===== config.mk =====
export PLATFORM = sky130hd
export DESIGN_NAME = instr_fetch_unit
export DESIGN_NICKNAME = d
export VERILOG_FILES = /design/src/rtl/instr_fetch_unit_pkg.sv /design/src/rtl/if_id_pipeline_reg.sv /design/src/rtl/instr_fetch_unit.sv
export SDC_FILE = /design/constraint.sdc
export NUM_CORES = 1
export LEC_CHECK = 0
export CORE_MARGIN = 2
export CORE_UTILIZATION = 25
export DETAILED_ROUTE_END_ITERATION = 16
export GPL_TIMING_DRIVEN = 0
export RECOVER_POWER = 100
export SLEW_MARGIN = 0
export SYNTH_ARGS = -nofsm -noshare
export SYNTH_HDL_FRONTEND = slang
export SYNTH_HIERARCHICAL = 1
export SYNTH_SLANG_ARGS = --single-unit

===== constraint.sdc =====
create_clock -name CLK -period 5.3 [get_ports CLK]
set_input_delay 1.06 -clock CLK [delete_from_list [all_inputs] [get_ports CLK]]
set_output_delay 1.06 -clock CLK [all_outputs]
set_load 0.01 [all_outputs]

===== src/rtl/instr_fetch_unit_pkg.sv =====
// rtl/instr_fetch_unit_pkg.sv - shared constants, fetch state encoding and helpers for the IF stage
package instr_fetch_unit_pkg;

  localparam logic [31:0] NOP_INSTR        = 32'h0000_0013;
  localparam logic [31:0] DEFAULT_RESET_PC = 32'h0000_0000;

  typedef enum logic [1:0] {
    FETCH         = 2'd0,
    MISS_WAIT     = 2'd1,
    MISS_REDIRECT = 2'd2
  } fetch_state_t;

  function automatic logic [31:0] align_word(input logic [31:0] addr);
    return {addr[31:2], 2'b00};
  endfunction

endpackage


===== src/rtl/if_id_pipeline_reg.sv =====
// rtl/if_id_pipeline_reg.sv - IF/ID register with load, hold and bubble controls
module if_id_pipeline_reg
  import instr_fetch_unit_pkg::*;
(
  input  logic        CLK,
  input  logic        RESET,
  input  logic        LOAD,
  input  logic        BUBBLE,
  input  logic [31:0] PC,
  input  logic [31:0] INSTR,
  output logic [31:0] IF_ID_PC,
  output logic [31:0] IF_ID_PC_PLUS4,
  output logic [31:0] IF_ID_INSTR,
  output logic        IF_ID_VALID
);

  // A bubble keeps the PC fields so the stage still reports a sane address.
  always_ff @(posedge CLK or posedge RESET) begin
    if (RESET) begin
      IF_ID_PC       <= 32'h0000_0000;
      IF_ID_PC_PLUS4 <= 32'h0000_0004;
      IF_ID_INSTR    <= NOP_INSTR;
      IF_ID_VALID    <= 1'b0;
    end else if (BUBBLE) begin
      IF_ID_INSTR    <= NOP_INSTR;
      IF_ID_VALID    <= 1'b0;
    end else if (LOAD) begin
      IF_ID_PC       <= PC;
      IF_ID_PC_PLUS4 <= PC + 32'd4;
      IF_ID_INSTR    <= INSTR;
      IF_ID_VALID    <= 1'b1;
    end
  end

endmodule


===== src/rtl/instr_fetch_unit.sv =====
// rtl/instr_fetch_unit.sv - PC, miss/redirect FSM and fetch counters for the RV32IM IF stage
module instr_fetch_unit
  import instr_fetch_unit_pkg::*;
#(
  parameter logic [31:0] RESET_PC = DEFAULT_RESET_PC
) (
  input  logic        CLK,
  input  logic        RESET,
  input  logic        STALL,
  input  logic        BRANCH_TAKEN,
  input  logic [31:0] BRANCH_TARGET,
  input  logic [31:0] ICACHE_INSTRUCTION,
  input  logic        ICACHE_BUSYWAIT,
  output logic [31:0] ICACHE_ADDR,
  output logic [31:0] IF_ID_PC,
  output logic [31:0] IF_ID_PC_PLUS4,
  output logic [31:0] IF_ID_INSTR,
  output logic        IF_ID_VALID,
  output logic        FETCH_MISALIGN,
  output logic [31:0] FETCH_COUNT,
  output logic [31:0] STALL_COUNT
);

  fetch_state_t state, next_state;
  logic [31:0]  pc, next_pc, pend_target, next_pend, redirect_target;
  logic         load, bubble, accept_redirect;

  assign ICACHE_ADDR     = pc;
  assign redirect_target = align_word(BRANCH_TARGET);

  // MISS_WAIT with the line refilled behaves exactly like FETCH, so both share one arm.
  always_comb begin
    next_state      = state;
    next_pc         = pc;
    next_pend       = pend_target;
    load            = 1'b0;
    bubble          = 1'b0;
    accept_redirect = 1'b0;
    case (state)
      MISS_REDIRECT: begin
        bubble = 1'b1;
        if (BRANCH_TAKEN) begin
          accept_redirect = 1'b1;
          if (ICACHE_BUSYWAIT) begin
            next_pend = redirect_target;
          end else begin
            next_pc    = redirect_target;
            next_state = FETCH;
          end
        end else if (!ICACHE_BUSYWAIT) begin
          next_pc    = pend_target;
          next_state = FETCH;
        end
      end
      default: begin
        if (BRANCH_TAKEN) begin
          accept_redirect = 1'b1;
          bubble          = 1'b1;
          if (ICACHE_BUSYWAIT) begin
            next_pend  = redirect_target;
            next_state = MISS_REDIRECT;
          end else begin
            next_pc    = redirect_target;
            next_state = FETCH;
          end
        end else if (ICACHE_BUSYWAIT) begin
          next_state = MISS_WAIT;
          bubble     = !STALL;
        end else begin
          next_state = FETCH;
          if (!STALL) begin
            load    = 1'b1;
            next_pc = pc + 32'd4;
          end
        end
      end
    endcase
  end

  always_ff @(posedge CLK or posedge RESET) begin
    if (RESET) begin
      state          <= FETCH;
      pc             <= RESET_PC;
      pend_target    <= 32'h0000_0000;
      FETCH_MISALIGN <= 1'b0;
      FETCH_COUNT    <= 32'h0000_0000;
      STALL_COUNT    <= 32'h0000_0000;
    end else begin
      state          <= next_state;
      pc             <= next_pc;
      pend_target    <= next_pend;
      FETCH_MISALIGN <= accept_redirect && (BRANCH_TARGET[1:0] != 2'b00);
      FETCH_COUNT    <= FETCH_COUNT + {31'd0, load};
      STALL_COUNT    <= STALL_COUNT + {31'd0, ICACHE_BUSYWAIT};
    end
  end

  if_id_pipeline_reg u_if_id (
    .CLK            (CLK),
    .RESET          (RESET),
    .LOAD           (load),
    .BUBBLE         (bubble),
    .PC             (pc),
    .INSTR          (ICACHE_INSTRUCTION),
    .IF_ID_PC       (IF_ID_PC),
    .IF_ID_PC_PLUS4 (IF_ID_PC_PLUS4),
    .IF_ID_INSTR    (IF_ID_INSTR),
    .IF_ID_VALID    (IF_ID_VALID)
  );

endmodule

## Yosys cells after proc, flatten, opt, wreduce, memory -nomap -nowiden

Index checks and enable logic that the tools add are counted.

- Flip-flop bits (word level): 226
- Bits of input ports: 69
- Output and inout port bits: 194
- Logic and storage cells: 49

- Add/subtract/negate cells: 3
- Equality and inequality tests: 4
- Muxes and demuxes: 24
- Bitwise logic cells: 1
- Reduce and logical (&&, ||, !) cells: 7

Operators with widths:

| operator | number |
|---|---|
| $mux 32 | 9 |
| $add 32x1->32 | 2 |
| $add 32x3->32 const B | 1 |
| $mux 1 | 11 |
| $mux 2 | 4 |
| $reduce_and 2->1 | 3 |
| $ne 2x2->1 const B | 2 |
| $reduce_bool 2->1 | 2 |
| $ne 3x1->1 const B | 1 |
| $eq 2x2->1 const B | 1 |
| $logic_and 1x1->1 | 1 |
| $logic_not 1->1 | 1 |
| $not 1->1 | 1 |

## Logic depth before layout (Yosys ltp)

- Depth in word-level cells: 6
- Gate-level depth with buffers: 11
- Depth with buffers taken out: 9

## Hierarchy

Netlist, hierarchy kept.

By module, submodules not included:

| module | instances | cells each | area each (µm²) | sequential area each (µm²) |
|---|---|---|---|---|
| instr_fetch_unit | 1 | 576 | 6207.2 | 3228.1 |
| if_id_pipeline_reg | 1 | 436 | 4240.3 | 2382.3 |

## Worst setup path after synthesis

OpenSTA, ideal clock, no wires.

- Path kind: input port to flip-flop
- Start point: input BRANCH_TAKEN
- End point: register FETCH_COUNT[27]
- Setup time: 0.125 ns
- Arrival time: 2.889 ns
- Data required time: 5.175 ns
- Slack: 2.287 ns
- Stages: 10
- Cell sequence: buf_2 -> clkinv_1 -> nand3_1 -> inv_1 -> ha_1 -> and3_1 -> nand3_1 -> nor4_2 -> nand3_1 -> xnor2_1

- Word-level cells in the longest chain between the ends: 3

RTL lines:

| item | RTL line | text |
|---|---|---|
| start, declared | instr_fetch_unit.sv:10 | `input logic BRANCH_TAKEN,` |
| $mux 1 | instr_fetch_unit.sv:56 | `if (BRANCH_TAKEN) begin` |
| $mux 1 | instr_fetch_unit.sv:39 | `case (state)` |
| named net load | instr_fetch_unit.sv:26 | `logic load, bubble, accept_redirect;` |
| $add 32x1->32 | instr_fetch_unit.sv:93 | `FETCH_COUNT <= FETCH_COUNT + {31'd0, load};` |
| end signal, assigned | instr_fetch_unit.sv:93 |  |
| end, declared | instr_fetch_unit.sv:20 | `output logic [31:0] FETCH_COUNT,` |

The timed path passes the listed nets, and every way through them passes these cells.
A chain may end at the register's enable or synchronous reset.

## Worst setup path after layout

- Start point: input ICACHE_BUSYWAIT
- End point: register u_if_id.IF_ID_PC_PLUS4[19]

- Word-level cells in the longest chain between the ends: 5

RTL lines:

| item | RTL line | text |
|---|---|---|
| start, declared | instr_fetch_unit.sv:13 | `input logic ICACHE_BUSYWAIT,` |
| $mux 1 | instr_fetch_unit.sv:66 | `end else if (ICACHE_BUSYWAIT) begin` |
| $mux 1 | instr_fetch_unit.sv:56 |  |
| $mux 1 | instr_fetch_unit.sv:39 |  |
| named net bubble | instr_fetch_unit.sv:26 |  |
| $not 1->1 (no line) | n/a |  |
| $reduce_and 2->1 (no line) | n/a |  |
| end signal, assigned | if_id_pipeline_reg.sv:29 | `IF_ID_PC_PLUS4 <= PC + 32'd4;` |
| end, declared | if_id_pipeline_reg.sv:12 | `output logic [31:0] IF_ID_PC_PLUS4,` |

The timed path passes the listed nets, and every way through them passes these cells.

==> run metrics <==
cells along the critical path=dlygate4sd3_1 -> clkbuf_1 -> inv_1 -> o21ai_0 -> clkbuf_1 -> nand2b_1 -> clkbuf_1 -> clkbuf_1 -> nor2_1 -> nand4_1 -> nand3_1; top cell type by total area after synthesis=dfrtp_1; unrepaired setup endpoints after global routing=false; largest net degree at the start of global routing=66; CTS Buffer Depth=3; sequential share of power=42.8%; synthesis-stage register bit count=around 220; Die H=208.4 um; CP Data Required Time=approximately 5700 ps; startpoint types=input pin; Max Cap Viol=3; Final Core Density=35.67%; critical path class=input pin to flip-flop; hpwl dp=25900 um; Setup Buffers After CTS=0; syn avg cell area=10.32 um^2; layout cell share with drive strength beyond 1=8.163%; initial antenna violation count=0; worst-path fanout max=10; Mapped Area=10450 um^2; final period demand of the worst path=4351 ps; Final setup viols=0; vias in the first global route=8934; Netlist cell types=65; most used cell, CP=clkbuf_1; global-route wire length before repair=54910 um; fmax=229.9 MHz; most frequent cells in the layout=dfrtp_1 (220), dlygate4sd3_1 (196), nand2_1 (157), nor2_1 (98), clkdlybuf4s50_1 (65); via-per-instance ratio=4.859; hold slack=about 460 ps; TritonRoute pass-1 iters=6; fin crit share=82.09%; pins over their slew limit=~140; Post-Synth XOR/XNOR Area=under 10%; Crit path arrival time=4770 ps; GRT busiest layer=met2; RePlAce Congestion=roughly 0.86; clk_lat worst skew=540 ps; PnR Total Power=5417 uW; total CTS buffers=27; Rows=74; Pint=~3800 uW; drt wl/cell=approximately 19 um; final WL=35080 um; worst setup margin=949.5 ps; total track usage=15.97%; Initial Util=25.47%; nets=1379; violations in the final reports=max-capacitance violations, max-slew violations; syn nets=approximately 1100; met1 GRT Util=21.42%; worst vdd ir=about 170 uV; Final Hold Vio Count=0; post-synthesis simple-gate area fraction=20.42%; CTS Hold Bufs=0; crit path max-delay cell type=dlygate4sd3_1; Yosys Warn Count=6; number of remaining DRC errors=0; Pwr Density=about 370 nW/um^2; GR met2 Demand/Resource=25.28%; Post-synth ARST share=100.0%; IO Port Bufs=261; met3 Use GR=3.638%; PostCTS Resize Cnt=0; Most used DFF post-synth=dfrtp_1; Post-synth EDFFs=0; main combinational cell family by area after synthesis=simple AND/OR/NAND/NOR gates; CTS root buf=clkbuf_16; chip width=208.4 um; GR Overflow Total=0; io pins=263; CP endpoint kind=flip-flop; First DRT Iteration DRCs=814; outcome=finished with violations; synthesized instance count=1012; clk sinks=224; post-synthesis mux area share=6.743%; Tightest Pin Transition=3038 ps; part of the power in combinational logic=about a fifth; most common cell after layout, fill and taps aside=dfrtp_1; clk slew on worst S/H paths=60 ps; Hold Path Class=flip-flop to flip-flop; Clk pwr share=between 30% and 40%; H-tree depth=1; Switching Share=a little under a third; net switching power figure=1653 uW; Worst Skew=13.52 ps; P&R area growth vs syn=40.02%; Core Footprint=41020 um^2; # diodes=0; die area=43440 um^2; CP max stage delay=720 ps; vias after detailed routing=9013; Synth Area in Compound Gates=9.377%; relative slew slack=-103.7%; leakage=roughly 0.0065 uW; post-synthesis sequential area ratio=53.70%; top cell type's share of synthesized area=52.69%; pre-CTS setup slack=443.2 ps; ranking of synthesized cells by area=dfrtp_1 (53%), nand2_1 (5.6%), mux2_2 (3.8%); CTS tree=yes; Final ANT Viol Nets=0; post-synthesis adder-cell area fraction=0.7186%
[synthesized netlist by cell type (6+ instances only)]
cell type and count:
a21oi_1 11, a222oi_1 14, a22oi_1 10, a31oi_1 11, and3_1 13, and4_1 9
buf_4 6, clkbuf_1 31, dfrtp_1 220, ha_1 6, inv_1 25, mux2_2 35
mux2i_1 31, nand2_1 157, nand3_1 50, nand4_1 28, nor2_1 98, nor3_1 11
nor4_1 8, o21ai_0 47, o31ai_1 9, or3_1 6, or4_1 10, xnor2_1 45
xor2_1 28
[registers in the layout, indices dropped and copies added, names as in the netlist]
| name | cells |
|---|---|
| u_if_id/IF_ID_PC_PLUS4 | 30 |
| pend_target | 30 |
| FETCH_MISALIGN | 1 |
| FETCH_COUNT | 32 |
| u_if_id/IF_ID_INSTR | 32 |
| state | 2 |
| STALL_COUNT | 32 |
| u_if_id/IF_ID_VALID | 1 |
| ICACHE_ADDR | 32 |
| u_if_id/IF_ID_PC | 32 |
[power groups by stage]
stage               logic (uW)  clock network, uW  registers [uW]
global placement          1220                  0            2340
floorplan                  410                  0            2350
global route              1230               2100            2360
CTS                       1240               2040            2330
detailed placement        1230                  0            2360
finish                    1120               1980            2320
[final timing paths]
path | endpoint | slack [ps] | from | depth (start not counted)
worst max register to register | ICACHE_ADDR[26] | 1600 | ICACHE_ADDR[2] | 6
max in group asynchronous | u_if_id/IF_ID_PC[4] | 1790 | RESET | 3
worst min-delay path | u_if_id/IF_ID_PC[14] | 460 | u_if_id/IF_ID_PC[14] | 2
worst max-delay path | u_if_id/IF_ID_PC_PLUS4[19] | 950 | ICACHE_BUSYWAIT | 11
worst min register to register | u_if_id/IF_ID_PC[14] | 460 | u_if_id/IF_ID_PC[14] | 2
min in group asynchronous | u_if_id/IF_ID_INSTR[26] | 1300 | RESET | 2
[area by class of cell]
type,instances,area [um^2]
buffer,45,197.7
clock buffer,39,760.7
clock inverter,9,175.2
fill,4131,26390
inverter,26,100.1
multi-input combinational,717,4474
sequential,224,5610
tap,532,665.6
timing repair buffer,263,2645
[routing by layer]
layer | wire (um) | share of wire, %
met3 | 2823 | 8.0
met2 | 16100 | 46
met1 | 15200 | 43
met4 | 954 | 2.7
met5 | 0 | 0
[kinds of logic after synthesis]
group,count (synthesis)
AND/OR/NAND/NOR,428
multiplexers,66
flip-flops,224
adder cells (fa/ha/maj),6
AO/OA/AOI/OAI,144
XOR/XNOR,73
buffers and inverters,71
[critical path: cells and delay by family]
kind / cells / cell delay (ps)
simple gates: 4 / 500
buf+inv: 6 / 2980
compound gates: 1 / 210
[stage by stage]
stage | cell area, um^2 | cells | TNS [ps]
detailed placement | 13790 | 1807 | 0
floorplan | 10450 | 1012 | 0
CTS | 14720 | 1855 | 0
finish | 14630 | 1855 | 0
global route | 14630 | 1855 | 0
global placement | 13730 | 1805 | -184110
Note: power is estimated with default switching activity, not from simulation.
